File: src/rtl/mdu_if.sv
// Request/response bundle between the control unit and the sequential RV32M unit.
interface mdu_if #(parameter int XLEN = 32);
    logic            start;
    logic [2:0]      funct3;
    logic [6:0]      funct7;
    logic [XLEN-1:0] op_a;
    logic [XLEN-1:0] op_b;
    logic            busy;
    logic            done;
    logic [XLEN-1:0] result;
    logic            illegal;

    modport master (output start, funct3, funct7, op_a, op_b,
                    input  busy, done, result, illegal);
    modport slave  (input  start, funct3, funct7, op_a, op_b,
                    output busy, done, result, illegal);
endinterface

File: src/rtl/mdu_seq.sv
// Sequential RV32M multiply/divide unit, one result bit per cycle with start/done handshake.
// Optional build macro MDU_EARLY_OUT_EN: divide-by-zero and signed overflow complete without iterating.
module mdu_seq #(
    parameter int XLEN = 32
) (
    input  logic  clk,
    input  logic  rst,
    mdu_if.slave  bus
);
    localparam int CNT_W = $clog2(XLEN) + 1;
`ifdef MDU_EARLY_OUT_EN
    localparam bit EARLY = 1'b1;
`else
    localparam bit EARLY = 1'b0;
`endif

    typedef enum logic [1:0] {IDLE, RUN, DONE} state_t;
    state_t state, state_nxt;

    logic [2:0]       f3_q;
    logic             sa_q, sb_q, spc_q, illegal_q;
    logic [XLEN-1:0]  mag_a, mag_b, spc_val_q, hi, lo, result_q;
    logic [CNT_W-1:0] cnt;

    // Request decode
    logic            legal, accept, div_op, a_signed, b_signed, sa_in, sb_in;
    logic            spc_div0, spc_ovf, spc_in;
    logic [XLEN-1:0] mag_a_in, mag_b_in, spc_val_in;

    assign legal    = bus.funct7 == 7'b0000001;
    assign accept   = (state == IDLE) && bus.start && legal;
    assign div_op   = bus.funct3[2];
    assign a_signed = div_op ? ~bus.funct3[0] : (bus.funct3[1:0] == 2'b01 || bus.funct3[1:0] == 2'b10);
    assign b_signed = div_op ? ~bus.funct3[0] : (bus.funct3[1:0] == 2'b01);
    assign sa_in    = a_signed & bus.op_a[XLEN-1];
    assign sb_in    = b_signed & bus.op_b[XLEN-1];
    assign mag_a_in = sa_in ? -bus.op_a : bus.op_a;
    assign mag_b_in = sb_in ? -bus.op_b : bus.op_b;

    assign spc_div0 = div_op && (bus.op_b == '0);
    assign spc_ovf  = div_op && !bus.funct3[0] && (bus.op_a == {1'b1, {(XLEN-1){1'b0}}}) && (&bus.op_b);
    assign spc_in   = spc_div0 | spc_ovf;
    // funct3[1] selects the remainder flavour of the divide ops
    assign spc_val_in = spc_div0 ? (bus.funct3[1] ? bus.op_a : '1)
                                 : (bus.funct3[1] ? '0 : bus.op_a);

    // One iteration: hi/lo hold the 2*XLEN product, or remainder/quotient when dividing
    logic [XLEN:0]   mul_sum, div_sh, div_diff;
    logic            div_ge;
    logic [XLEN-1:0] step_hi, step_lo;

    assign mul_sum  = {1'b0, hi} + (lo[0] ? {1'b0, mag_a} : '0);
    assign div_sh   = {hi, lo[XLEN-1]};
    assign div_ge   = div_sh >= {1'b0, mag_b};
    assign div_diff = div_sh - {1'b0, mag_b};

    always_comb begin
        step_hi = mul_sum[XLEN:1];
        step_lo = {mul_sum[0], lo[XLEN-1:1]};
        if (f3_q[2]) begin
            step_hi = div_ge ? div_diff[XLEN-1:0] : div_sh[XLEN-1:0];
            step_lo = {lo[XLEN-2:0], div_ge};
        end
    end

    // Sign fix-up and op select on the final iteration's values
    logic [2*XLEN-1:0] prod, prod_s;
    logic [XLEN-1:0]   quo_s, rem_s, fin;

    assign prod   = {step_hi, step_lo};
    assign prod_s = (sa_q ^ sb_q) ? -prod : prod;
    assign quo_s  = (sa_q ^ sb_q) ? -step_lo : step_lo;
    assign rem_s  = sa_q ? -step_hi : step_hi;

    always_comb begin
        case (f3_q)
            3'b000:        fin = prod_s[XLEN-1:0];
            3'b100, 3'b101: fin = quo_s;
            3'b110, 3'b111: fin = rem_s;
            default:       fin = prod_s[2*XLEN-1:XLEN];
        endcase
        if (spc_q) fin = spc_val_q;
    end

    always_ff @(posedge clk) begin
        if (rst) state <= IDLE;
        else     state <= state_nxt;
    end

    always_comb begin
        state_nxt = state;
        case (state)
            IDLE:    if (accept) state_nxt = (EARLY && spc_in) ? DONE : RUN;
            RUN:     if (cnt == '0) state_nxt = DONE;
            DONE:    state_nxt = IDLE;
            default: state_nxt = IDLE;
        endcase
    end

    always_ff @(posedge clk) begin
        if (rst) begin
            f3_q      <= '0;
            sa_q      <= 1'b0;
            sb_q      <= 1'b0;
            spc_q     <= 1'b0;
            spc_val_q <= '0;
            mag_a     <= '0;
            mag_b     <= '0;
            hi        <= '0;
            lo        <= '0;
            cnt       <= '0;
            result_q  <= '0;
            illegal_q <= 1'b0;
        end else begin
            illegal_q <= (state == IDLE) && bus.start && !legal;
            if (accept) begin
                f3_q      <= bus.funct3;
                sa_q      <= sa_in;
                sb_q      <= sb_in;
                spc_q     <= spc_in;
                spc_val_q <= spc_val_in;
                mag_a     <= mag_a_in;
                mag_b     <= mag_b_in;
                hi        <= '0;
                lo        <= div_op ? mag_a_in : mag_b_in;
                cnt       <= CNT_W'(XLEN - 1);
                if (EARLY && spc_in) result_q <= spc_val_in;
            end else if (state == RUN) begin
                hi  <= step_hi;
                lo  <= step_lo;
                cnt <= cnt - 1'b1;
                if (cnt == '0) result_q <= fin;
            end
        end
    end

    assign bus.busy    = (state == RUN);
    assign bus.done    = (state == DONE);
    assign bus.result  = result_q;
    assign bus.illegal = illegal_q;
endmodule

File: src/flat_wrapper.sv
// flat-port wrapper written by rule: the top's interface ports become plain ports
module mdu_seq_flat 
#(
    parameter int XLEN = 32
)
  (clk, rst, bus_start, bus_funct3, bus_funct7, bus_op_a, bus_op_b, bus_busy, bus_done, bus_result, bus_illegal);
  mdu_if #(.XLEN(XLEN)) bus_i ();
  input  logic clk;
  input  logic rst;
  input wire logic [$bits(bus_i.start)-1:0] bus_start;
  input wire logic [$bits(bus_i.funct3)-1:0] bus_funct3;
  input wire logic [$bits(bus_i.funct7)-1:0] bus_funct7;
  input wire logic [$bits(bus_i.op_a)-1:0] bus_op_a;
  input wire logic [$bits(bus_i.op_b)-1:0] bus_op_b;
  output wire logic [$bits(bus_i.busy)-1:0] bus_busy;
  output wire logic [$bits(bus_i.done)-1:0] bus_done;
  output wire logic [$bits(bus_i.result)-1:0] bus_result;
  output wire logic [$bits(bus_i.illegal)-1:0] bus_illegal;
  assign bus_i.start = bus_start;
  assign bus_i.funct3 = bus_funct3;
  assign bus_i.funct7 = bus_funct7;
  assign bus_i.op_a = bus_op_a;
  assign bus_i.op_b = bus_op_b;
  assign bus_busy = bus_i.busy;
  assign bus_done = bus_i.done;
  assign bus_result = bus_i.result;
  assign bus_illegal = bus_i.illegal;
  mdu_seq #(.XLEN(XLEN)) u_core (.clk(clk), .rst(rst), .bus(bus_i));
endmodule
File: config.mk
export PLATFORM = sky130hd
export DESIGN_NAME = mdu_seq_flat
export DESIGN_NICKNAME = d
export VERILOG_FILES = /design/src/rtl/mdu_if.sv /design/src/rtl/mdu_seq.sv /design/src/flat_wrapper.sv
export SDC_FILE = /design/constraint.sdc
export NUM_CORES = 1
export LEC_CHECK = 0
export CORE_ASPECT_RATIO = 0.8
export CORE_MARGIN = 4
export CORE_UTILIZATION = 52
export DETAILED_ROUTE_END_ITERATION = 8
export GPL_TIMING_DRIVEN = 1
export PLACE_DENSITY = 0.74
export SLEW_MARGIN = 10
export SYNTH_ARGS = -nofsm -noshare
export SYNTH_HDL_FRONTEND = slang
export SYNTH_SLANG_ARGS = --single-unit
File: constraint.sdc
create_clock -name clk -period 6.3 [get_ports clk]
set_input_delay 1.575 -clock clk [delete_from_list [all_inputs] [get_ports clk]]
set_output_delay 1.575 -clock clk [all_outputs]
set_load 0.05 [all_outputs]
== After elaboration in Yosys (flattened, before gate mapping) ==
Cells that the tools add are included.

* Flip-flop bits (word level): 207
* Logic and storage cells: 86

* Reduce and logical (&&, ||, !) cells: 21
* Equal/unequal tests: 12
* Add/sub/neg operators: 8
* Multiplexer cells: 24
* Bitwise gates (word level): 6
* $lt $le $gt $ge: 1

{| class="wikitable"
|+ Operators with widths
! kind !! count
|-
| $mux 32 || 15
|-
| $neg 32->32 || 4
|-
| $pmux 32 s3 || 1
|-
| $mux 64 || 1
|-
| $neg 64->64 || 1
|-
| $add 32x32->33 || 1
|-
| $ge 33x32->1 || 1
|-
| $eq 32x32->1 const B || 1
|-
| $logic_not 32->1 || 1
|-
| $reduce_and 32->1 || 1
|-
| $sub 32x32->32 || 1
|-
| $eq 3x3->1 const B || 4
|-
| $mux 5 || 2
|-
| $eq 7x1->1 const B || 1
|-
| $logic_and 1x1->1 || 7
|-
| $logic_not 6->1 || 1
|-
| $reduce_or 2->1 || 3
|-
| $sub 6x1->6 const B || 1
|-
| $eq 2x1->1 const B || 2
|-
| $eq 2x2->1 const B || 2
|-
| $mux 2 || 2
|-
| $ne 2x1->1 const B || 2
|-
| $pmux 2 s2 || 1
|-
| $logic_not 3->1 || 1
|-
| 11 further kinds || 15
|}

== Depth between registers and ports, before layout ==
* Word-level depth: 7
* Mapped depth: 25
* Mapped depth without buffers: 20

== Worst setup path before layout ==
Ideal clock, no wire load.

* Kind: register to register
* Start point: register u_core.hi[0]
* End point: register u_core.result_q[8] (netlist: u_core.bus.result[8])
* Clock period less this slack: 4,647 ps
* Data required time: 6,183 ps
* Cell stages (with the launch flop): 23
* Data arrival time: 4,530 ps
* Setup slack: 1,653 ps
* Cells stage by stage: dfxtp_1 ha_1 nor2b_1 o2111ai_1 a21oi_1 o21ai_2 a211o_1 buf_2 buf_2 a31o_2 buf_2 ha_1 nand2_1 nand4b_1 nor2b_1 nand4_1 nor2_1 clkbuf_1 inv_1 o21ai_0 xor2_1 o221ai_1 a32o_1

* Longest elaborated chain between the ends: 7
* Elaborated cells on any way between the ends: 14

{| class="wikitable"
|+ Ends and longest elaborated chain
! what !! line !! RTL
|-
| start: declaration || mdu_seq.sv:22 || <nowiki>logic [XLEN-1:0] mag_a, mag_b, spc_val_q, hi, lo, result_q;</nowiki>
|-
| start signal: assignment || mdu_seq.sv:129 || <nowiki>hi <= step_hi;</nowiki>
|-
| $sub 32x32->32 / $ge 33x32->1 (equally long branches) || mdu_seq.sv:55, mdu_seq.sv:54 ||
|-
| $mux 32 || mdu_seq.sv:61 || <nowiki>step_hi = div_ge ? div_diff[XLEN-1:0] : div_sh[XLEN-1:0];</nowiki>
|-
| $mux 32 || mdu_seq.sv:60 || <nowiki>if (f3_q[2]) begin</nowiki>
|-
| $neg 64->64 / $neg 32->32 (equally long branches) || mdu_seq.sv:71, mdu_seq.sv:73 ||
|-
| $mux 64 / $mux 32 (equally long branches) || mdu_seq.sv:71, mdu_seq.sv:73 ||
|-
| $pmux 32 s3 (*) || mdu_seq.sv:76 || <nowiki>case (f3_q)</nowiki>
|-
| $mux 32 (*) || mdu_seq.sv:82 || <nowiki>if (spc_q) fin = spc_val_q;</nowiki>
|-
| end signal: assignment || mdu_seq.sv:127 || <nowiki>if (EARLY && spc_in) result_q <= spc_val_in;</nowiki>
|-
| end signal: assignment || mdu_seq.sv:132 || <nowiki>if (cnt == '0) result_q <= fin;</nowiki>
|-
| end: declaration || mdu_seq.sv:22 ||
|}

Every way passes the cells marked *; elsewhere a longest branch is shown, timed or not.
A chain may end at the register's enable or synchronous reset.

== Worst setup path in the final report ==
* Start point: register u_core.lo[31]
* End point: register u_core.result_q[30] (netlist: u_core.bus.result[30])

* Longest elaborated chain between the ends: 7
* Elaborated cells on any way between the ends: 13

{| class="wikitable"
|+ Ends and longest elaborated chain
! what !! line !! RTL
|-
| start: declaration || mdu_seq.sv:22 ||
|-
| start signal: assignment || mdu_seq.sv:125 || <nowiki>lo <= div_op ? mag_a_in : mag_b_in;</nowiki>
|-
| start signal: assignment || mdu_seq.sv:130 || <nowiki>lo <= step_lo;</nowiki>
|-
| $sub 32x32->32 / $ge 33x32->1 (equally long branches) || mdu_seq.sv:55, mdu_seq.sv:54 ||
|-
| $mux 32 || mdu_seq.sv:61 ||
|-
| $mux 32 || mdu_seq.sv:60 ||
|-
| $neg 64->64 / $neg 32->32 (equally long branches) || mdu_seq.sv:71, mdu_seq.sv:73 ||
|-
| $mux 64 / $mux 32 (equally long branches) || mdu_seq.sv:71, mdu_seq.sv:73 ||
|-
| $pmux 32 s3 (*) || mdu_seq.sv:76 ||
|-
| $mux 32 (*) || mdu_seq.sv:82 ||
|}

Marked as above.

==> out/qor.yml <==
status:
  status: "complete, no violations"
routing:
  first_pass_iters: 6
  routed_wl_um: 74300
  drc_errors: 0
  vias: 19448
  post_drt_wl_per_cell_um: 25.6
  vias_per_cell: 6.71
  drt.antenna.violating_nets: 0
  drtIter0Drc: 2961
critical_path:
  path_class: "reg2reg"
  r2r_cells: 17
  r2r_slack_ps: 470
  worstPathMaxFanout: 10
  required_ps: 6760
  worst-endpoint-arrival_ps: 6280
  reg2reg_to: "u_core.bus.result[30]"
  crit_start: "u_core.lo[31]"
  endpoint: "u_core.bus.result[30]"
  worstSetupStartpointType: "register"
  endpoint_kind: "register"
  r2r-start: "u_core.lo[31]"
logic_synthesis:
  synth_ff_type: "dfxtp_1"
  synth_fp_nets: 2591
  ys_ff_latch: 207
  async_flop_share: 0
  syn_inst: 2441
  synth_cell_type_count: 91
  yosys_warnings: 0
  yosysSeqAreaShare: 0.236
  syn_area_per_cell_sq_um: 7.18
  synth_edf_count: 0
  netlist_area_sq_um: 17500
floorplanning:
  dieWidth_um: 213
  die_h_um: 172
  start_util: 0.534
  core_area_sq_um: 32900
  ios: 112
  die_area_sq_um: 36700
  rows: 59
power:
  p_per_area_nw_per_um2: 158
  power_frac_seq: 0.424
  comb_power_share: 0.145
  power_switching_share: 0.293
  p_leak_nw: 7.31
  peakVddDrop_mv: 0.227
  p_int_mw: 2.20
  power_frac_clock: 0.431
  power.switching_mw: 0.911
finish:
  synthToLayoutAreaGrowth_pct: 12.1
  fin_util: 0.598
  layout.cells.non_filler: 2898
  num_antenna_cells: 0
  layout.nets: 2606
  n_fill_cell: 3122
  layout-drive-gt1-share: 0.0530
placement:
  gp_congestion: 1.07
  dp_hpwl_um: 57300
  portBuffers: 111
  dp_cells: 2857
timing:
  skew_ps: 23.9
  fin_crit_ps: 5830
  final-setup-viol-count: 0
  fmax_mhz: 172
  worst_slew_pin_slew_ps: 1110
  rsz0062_at_grt: "false"
  min_period_over_period: 0.925
  max_slew_margin: 0.255
  hold_viol_final: 0
  finalSetupTns_ps: 0
  finalMaxSlewViolations: 0
clock_tree:
  holdBufCountCts: 0
  clk_path_buf_depth: 3
  cts_buffers: 24
  cts_resized: 0
  cts.sinks: 207
  cts_tree: "built"
  root_buffer: "clkbuf_16"
  cts_setup_buffers: 0
  clk_latency_ps: 560
  cts_htree_levels: 1
  clkSlewWorstSetupHoldPaths_ps: 60
global_routing:
  grt_antenna_before_repair: 2
  gr-total-overflow: 0
  grt_pass1_vias: 17448
  grt.total_usage: 0.391
  grt_max_degree: 94
  grt_pass1_wl_um: 110000
hold_path:
  holdCritPathClass: "reg2reg"
flow_run:
  maxCapViolations: 0
[flip-flops by register name, indices dropped and copies added (netlist names)]
| register | flops |
|---|---|
| u_core.cnt | 6 |
| u_core.lo | 32 |
| u_core.hi | 32 |
| u_core.mag_a | 32 |
| u_core.f3_q | 3 |
| u_core.state | 2 |
| u_core.sb_q | 1 |
| u_core.bus.result | 32 |
| u_core.spc_q | 1 |
| u_core.spc_val_q | 32 |
| u_core.sa_q | 1 |
| u_core.bus.illegal | 1 |
| u_core.mag_b | 32 |
[logic make-up after synthesis]
logic type	count (synthesis)	synth area share
fa+ha+maj	73	0.0530
compound gates	836	0.310
buf+inv	283	0.0635
mux	47	0.0270
flops	207	0.236
simple gates	810	0.218
xor+xnor	185	0.0924
[per-layer routing]
metal  wire, um  share of wire  track usage
met5         11        0.00015            0
met4       2860          0.038        0.134
met3      10900           0.15        0.137
met2      29800           0.40        0.550
met1      30800           0.41        0.556
[cell usage in the layout (no fill, tap or decap), types with 11 or more instances in the layout]
cell               n
nand3_1           26
o221ai_1          11
nand2b_1          21
inv_1             99
o31ai_1           20
nor4_1            14
o21ai_0          113
xnor2_1          114
or3_1             16
nand4_1           45
nand2_1          249
nor2_1           256
o21a_1            11
and3_1            17
and2_1            46
nor3_1            54
clkdlybuf4s50_1  109
ha_1              71
clkbuf_16         24
buf_4             60
o211ai_1          71
a21oi_1          284
clkbuf_1          11
dfxtp_1          206
mux2i_1           44
a211oi_1         120
a31oi_1           44
a221oi_1          13
xor2_1            70
nor2b_1           17
a21o_1            23
[through the flow]
stage	hold WS [ps]	power, mW	worst slack, ps	area, sq um
after floorplan	432	1.58	1650	17500
after global placement	440	1.78	647	18900
after detailed placement	440	1.78	710	18900
after CTS	452	3.10	670	19600
after global routing	474	3.19	358	19600
final	449	3.11	474	19600
[critical path, stage by stage (launching register included)]
cell      delay (ps)
dfxtp_1          400
inv_1            120
ha_1             410
nand4_1          290
or4b_1           580
or3_1            330
and2_1           200
nand2_2           80
nor2_2           140
a311oi_4         500
ha_1             350
o2111a_1         310
nand4_1          420
nor3_4           570
nand2_2           90
or3_1            410
o2111a_1         270
o31ai_1          240
[cells in the mapped netlist, types with 6 or more instances]
cell type  count  area share
a32o_1         6      0.0034
inv_1        100       0.021
a211o_1        7      0.0035
and4_1         7      0.0035
nand4b_1       6      0.0030
a211oi_1     121       0.052
a221o_1        6      0.0034
xnor2_1      115       0.057
o211ai_1      71       0.030
xor2_1        70       0.035
ha_1          71       0.051
a221oi_1      13      0.0065
nand2_1      249       0.053
o21a_1        11      0.0047
a31oi_1       44       0.016
buf_1         18      0.0039
o22ai_1       10      0.0036
nor2b_1       17      0.0061
and3_1        18      0.0064
nor2_1       256       0.055
a41oi_1        9      0.0045
o221ai_1      11      0.0055
nand4_1       45       0.016
nor3b_1        7      0.0030
nor3_1        55       0.016
dfxtp_1      207        0.24
or3_1         16      0.0057
a21o_1        23      0.0098
buf_2         19      0.0054
o41ai_1        7      0.0035
and2_1        46       0.016
or4_1          6      0.0026
nand2b_1      22      0.0078
nor4_1        15      0.0054
nand3_1       27      0.0077
o21bai_1       8      0.0034
clkbuf_1     139       0.030
o31ai_1       20      0.0086
mux2i_1       44       0.025
o32ai_1        6      0.0030
a21oi_1      284       0.081
o21ai_0      114       0.033
[how the worst min path moves through the flow]
stage                             to             startpoint  slack [ps]  cells after the start
2_1_floorplan        u_core.mag_a[0]        u_core.mag_a[0]         430                      2
3_3_place_gp        u_core.mag_a[31]       u_core.mag_a[31]         440                      2
4_1_cts        u_core.bus.result[18]  u_core.bus.result[18]         450                      2
6_report       u_core.bus.result[18]  u_core.bus.result[18]         450                      2
5_1_grt        u_core.bus.result[18]  u_core.bus.result[18]         470                      2
3_5_place_dp   u_core.bus.result[18]  u_core.bus.result[18]         440                      2
[layout make-up]
type	count	area, sq um	share of cell area
Clock inverter	3	32.5	0.00166
Multi-Input combinational cell	1951	12300	0.627
Timing Repair Buffer	170	1550	0.0787
Tap cell	427	534	0.0272
Clock buffer	38	683	0.0348
Inverter	102	383	0.0195
Sequential cell	207	4150	0.211
[power by group through the flow]
| stage | clock network, mW | logic (mW) | registers [mW] |
|---|---|---|---|
| final | 1.34 | 0.452 | 1.32 |
| after global routing | 1.40 | 0.475 | 1.32 |
| after CTS | 1.35 | 0.438 | 1.32 |
| after detailed placement | 0 | 0.436 | 1.35 |
| after global placement | 0 | 0.433 | 1.35 |
| after floorplan | 0 | 0.238 | 1.35 |
(Power assumes the default switching activity.)
